[config.mk]
export PLATFORM = sky130hd
export DESIGN_NAME = sysid_rd_port
export DESIGN_NICKNAME = d
export VERILOG_FILES = /design/src/rtl/sysid_ctrl_pkg.sv /design/src/rtl/sysid_rd_port.sv
export SDC_FILE = /design/constraint.sdc
export NUM_CORES = 1
export LEC_CHECK = 0
export BUFFER_PORTS_ARGS = -buffer_cell sky130_fd_sc_hd__buf_2
export CORE_MARGIN = 2
export CORE_UTILIZATION = 33
export DETAILED_ROUTE_END_ITERATION = 8
export PLACE_DENSITY = 0.88
export SLEW_MARGIN = 20
export SYNTH_ARGS = -nofsm -noshare
export SYNTH_HDL_FRONTEND = slang
export SYNTH_SLANG_ARGS = --single-unit
[constraint.sdc]
create_clock -name clock -period 1.7 [get_ports clock]
set_input_delay 0.425 -clock clock [delete_from_list [all_inputs] [get_ports clock]]
set_output_delay 0.425 -clock clock [all_outputs]
set_load 0.01 [all_outputs]
[src/rtl/sysid_ctrl_pkg.sv]
// rtl/sysid_ctrl_pkg.sv - shared states and constants for the system-ID boot checker
package sysid_ctrl_pkg;

    typedef enum logic [2:0] {
        ST_IDLE,
        ST_RD_ID,
        ST_LAT_ID,
        ST_RD_TS,
        ST_LAT_TS,
        ST_CMP,
        ST_DONE,
        ST_FAIL
    } sysid_state_t;

    localparam logic SYSID_ADDR_ID = 1'b0;
    localparam logic SYSID_ADDR_TS = 1'b1;
    localparam int   SYSID_TO_W    = 8;

    function automatic logic sysid_is_rd(sysid_state_t s);
        return (s == ST_RD_ID) || (s == ST_RD_TS);
    endfunction

    function automatic logic sysid_is_busy(sysid_state_t s);
        return (s == ST_RD_ID) || (s == ST_LAT_ID) || (s == ST_RD_TS) ||
               (s == ST_LAT_TS) || (s == ST_CMP);
    endfunction

endpackage

[src/rtl/sysid_rd_port.sv]
// rtl/sysid_rd_port.sv - single Avalon-MM read: accept detect, latency pipe, stall timeout
module sysid_rd_port
    import sysid_ctrl_pkg::*;
#(
    parameter int READ_LATENCY = 0,
    parameter int TIMEOUT      = 16
) (
    input  logic        clock,
    input  logic        reset,
    input  logic        rd_active,
    input  logic        avm_waitrequest,
    input  logic [31:0] avm_readdata,
    output logic        accept,
    output logic        rd_valid,
    output logic [31:0] rd_data,
    output logic        rd_timeout
);

    localparam logic [SYSID_TO_W-1:0] TIMEOUT_C = SYSID_TO_W'(TIMEOUT);
    localparam logic [SYSID_TO_W-1:0] ONE_C     = SYSID_TO_W'(1);

    logic [SYSID_TO_W-1:0] to_cnt_q, to_cnt_d;

    assign accept     = rd_active & ~avm_waitrequest;
    assign rd_timeout = rd_active & avm_waitrequest & ((to_cnt_q + ONE_C) == TIMEOUT_C);
    assign rd_data    = avm_readdata;

    // Counter restarts whenever no read is pending, so each new read begins from zero.
    always_comb begin
        to_cnt_d = to_cnt_q;
        if (!rd_active || accept) begin
            to_cnt_d = '0;
        end else begin
            to_cnt_d = to_cnt_q + ONE_C;
        end
    end

    always_ff @(posedge clock) begin
        if (reset) begin
            to_cnt_q <= '0;
        end else begin
            to_cnt_q <= to_cnt_d;
        end
    end

    generate
        if (READ_LATENCY == 0) begin : g_no_lat
            assign rd_valid = accept;
        end else begin : g_lat
            logic [READ_LATENCY-1:0] pipe_q;
            always_ff @(posedge clock) begin
                if (reset) begin
                    pipe_q <= '0;
                end else begin
                    pipe_q <= (pipe_q << 1) | READ_LATENCY'(accept);
                end
            end
            assign rd_valid = pipe_q[READ_LATENCY-1];
        end
    endgenerate

endmodule

; ---- Word-level counts from Yosys, hierarchy flattened
; Index checks and enable logic that the tools add are counted.
[totals]
input_bits = 36
output_inout_bits = 35
regBits = 8
[op_classes]
n_bitwise = 4
eq_ne = 1
n_reduce_logical = 3
n_addsub = 1
[op_table]
columns = operator, count
row1 = $add A8 B1 Y8 const B, 1
row2 = $eq A8 B5 Y1 const B, 1
row3 = $and A1 B1 Y1, 3
row4 = $reduce_or A2 Y1, 1
row5 = $logic_not A1 Y1, 1
row6 = $logic_or A1 B1 Y1, 1
row7 = $not A1 Y1, 1

; ---- Depth between registers and ports, before layout
[logic_depth]
ltp_word = 4
depth_mapped = 4
depth_no_buf = 4

; ---- Worst setup path before layout
; No wires, ideal clock.
[synth_timing]
path_type = reg2out
start = register to_cnt_q[0]
end = output port rd_timeout
stages_incl_launch_ff = 5
path_buffers = 0
setup_slack_ns = -0.017
arrival_ns = 1.292
cell_sequence = dfxtp_1 -> ha_1 -> nand4_1 -> or4_1 -> a21oi_1
[synth_between]
elab_chain_cells = 3
[synth_rtl]
columns = element, line
row1 = "start, declared", sysid_rd_port.sv:22  ; logic [SYSID_TO_W-1:0] to_cnt_q, to_cnt_d;
row2 = "start signal, assigned", sysid_rd_port.sv:42  ; to_cnt_q <= to_cnt_d;
row3 = $add A8 B1 Y8, sysid_rd_port.sv:25  ; assign rd_timeout = rd_active & avm_waitrequest & ((to_cnt_q + ONE_C) == TIMEOUT_C);
row4 = $eq A8 B5 Y1, sysid_rd_port.sv:25
row5 = $and A1 B1 Y1, sysid_rd_port.sv:25
row6 = "end, declared", sysid_rd_port.sv:16  ; output logic rd_timeout
; No other way between the ends.

; ---- Final worst setup path
; Ends and elaborated chain as after synthesis.

==> flow_summary.yaml <==
critical_path:
  critPathBufInv: 1
  worst_setup_slack_for_register_to_register_paths_ns: 0.38
  start_kind: "flip-flop"
  crit_path_max_incr_delay_ns: 0.42
  cp_data_arrival_time_ns: 1.48
  path_max_fanout: 2
  cp_top_family: "simple AND/OR/NAND/NOR gates"
  worstSetupPathType: "flip-flop to primary output"
  cp_slowest_cell: "or4_1"
  worstSetupEndpointType: "primary output"
  critical_path_required_ns: 1.27
  cp_cell_sequence: "ha_4, nand4_1, or4_1, a21oi_2, buf_2"
placement:
  placed_cell_area_um2: 480
  preCtsSetupSlack_ns: -0.0325
  total_half_perimeter_wirelength_after_legalization_and_detailed_placement_um: 727
  place.gp.congestion: 0.761
  place.detailed.instances: 77
  place.port_buffers: 6
detailed_routing:
  drt-wirelength-per-cell_um: 11.1
  vias_per_cell: 4.78
  routed_wirelength_um: 888
  antenna_violating_nets_post_route: 0
  drt_pre_antenna_iters: 4
  via_count: 382
  drc_errors: 0
  drt_iter0_drc: 2
job:
  drv.max_cap_violation_count: 0
pwr:
  power_density_nw_per_um2: 672
  max-vdd-ir-drop_mv: 0.218
  power_mw: 0.348
  static-leakage-power_nw: 0.185
yosys:
  ys_seq_area_frac: 0.259
  synth_xor_area_frac: 0.0425
  ys_seq_elements: 8
  cell_type_contributing_the_most_total_cell_area_after_synthesis: "buf_4"
  synth.area.mux_share: 0
  synth_top_family_by_area: "buffers and inverters"
  synth_simple_gate_area_frac: 0.225
  synth_fa_ha_area_frac: 0.0202
  synthesis.instances: 73
  yosysTopAreaCellShare: 0.401
  synth.area.top_cells: "buf_4, dfxtp_1, nand3_4, xor2_1, a21oi_1"
  synth-compound-area-share: 0.0526
  synth_fp_nets: 110
  ys_warns: 0
  synth_area_um2: 618
  synth.avg_cell_area_um2: 8.47
  netlist-cell-type-count: 20
timing:
  rsz0062_at_grt: "yes"
  achievable-frequency_mhz: 525
  finalSetupTns_ns: -0.204
  finalCriticalPeriod_ns: 1.90
  slew_violations: 0
  slew_headroom: 0.859
  finalWorstSetupSlack_ns: -0.204
  timing.final.crit_share: 1.12
  number_of_hold_slack_violations_in_the_final_timing_report: 0
  worst_slew_pin_slew_ns: 0.212
  whs_ns: 0.481
  setup_viol_count_final: 1
  clock-skew-final_ns: 0.00901
clocking:
  count_of_clock_tree_sinks: 8
  numCtsBuffers: 3
  clock_tree_from_tritoncts: "yes"
  clock_latency_ns: 0.25
  htree_levels: 1
  clock_buffer_depth: 2
  clkSlewWorstSetupHoldPaths_ns: 0.06
  clock_tree.root_cell: "clkbuf_4"
floorplanning:
  core_um2: 1750
  rows: 15
  die-area_um2: 2240
  start_util: 0.354
  die_w_um: 47.3
  io_pins: 71
  die-height_um: 47.3
worst_hold_path:
  min-delay-path-class: "flip-flop to flip-flop"
layout:
  layout.cells.most_common_list: "buf_2, buf_4, dfxtp_1"
  largest_register_ffs: 8
  largest-register: "to_cnt_q"
  reg_top3: "to_cnt_q x8"
  layoutNonFillerInstCount: 80
  num_antenna_cells: 0
  syn2layout_area_growth_pct: -16.2
  finalNetCount: 94
  total_of_fill_cells_in_the_finished_design: 176
  design_area_um2: 518
  final_layout_size_suffix_gt1_frac: 0.364
  postLayoutCoreUtil: 0.297
grt:
  grt_antenna_before_repair: 0
  grt_pass1_vias: 324
  pin_count_of_the_biggest_net_entering_global_routing: 8
  grt_overflow_total: 0
  grt_pass1_wl_um: 1260
  total_routing_usage_reported_by_global_routing: 0.0833
run_status:
  failing_checks: "setup timing"
  status: "finished, violations left"
## power by group
part	switching, mW	leakage [nW]	internal [mW]
clock	0.0587	0.0138	0.0804
combinational	0.00920	0.106	0.00943
sequential	0.00124	0.0655	0.189
## worst reg2reg max path, stage by stage, from the launching register on
cell and delay (ns):
dfxtp_2 0.35, buf_4 0.13, nand3_4 0.07, buf_4 0.16
or4_1 0.49, nand2_1 0.07
## final cells by class
| cell class | instances | area, um^2 | area share |
|---|---|---|---|
| Clock buffer | 3 | 22.5 | 0.0435 |
| Timing Repair Buffer | 12 | 75.1 | 0.145 |
| Sequential cell | 8 | 163 | 0.314 |
| Tap cell | 25 | 31.3 | 0.0604 |
| Multi-Input combinational cell | 32 | 226 | 0.437 |
## repair_timing
item | 4_1_cts | 5_1_grt
endpoints found under the setup margin | 1 | 1
gates resized for setup | 0 | 4
buffers inserted | 0 | 0
hold buffers | 0 | 0
## per-layer routing
metal	wire length [um]	GRT usage	vias up	share of wire
met3	116	0.0577	4	0.13
li1	-	-	177	-
met1	298	0.0805	171	0.34
met5	0	0	-	0
met2	465	0.132	30	0.52
met4	8	0.0444	0	0.0090
## path summary, 6_finish.rpt
kind	from	to	cells after the start
max	to_cnt_q[0]	rd_timeout	5
min reg2reg	to_cnt_q[7]	to_cnt_q[7]	2
min	to_cnt_q[7]	to_cnt_q[7]	2
max reg2reg	to_cnt_q[0]	to_cnt_q[7]	5
## cell families after synthesis
kind of cell	after synthesis
xor gates and xnor gates	3
and+or+nand+nor	22
AOI/OAI and AO/OA	6
DFF	8
buffers and inverters	33
adders and majority gates	1
## Yosys cell counts, drive strengths merged
cell type and n:
a21oi 3, and2 1, and3b 1, buf 33, dfxtp 8, ha 1, nand2 3, nand3 3
nand3b 2, nand4 2, nor2 4, nor2b 1, o211ai 1, o21ai 2, or3 2, or3b 1
or4 2, xnor2 1, xor2 2
(Power assumes the default switching activity.)
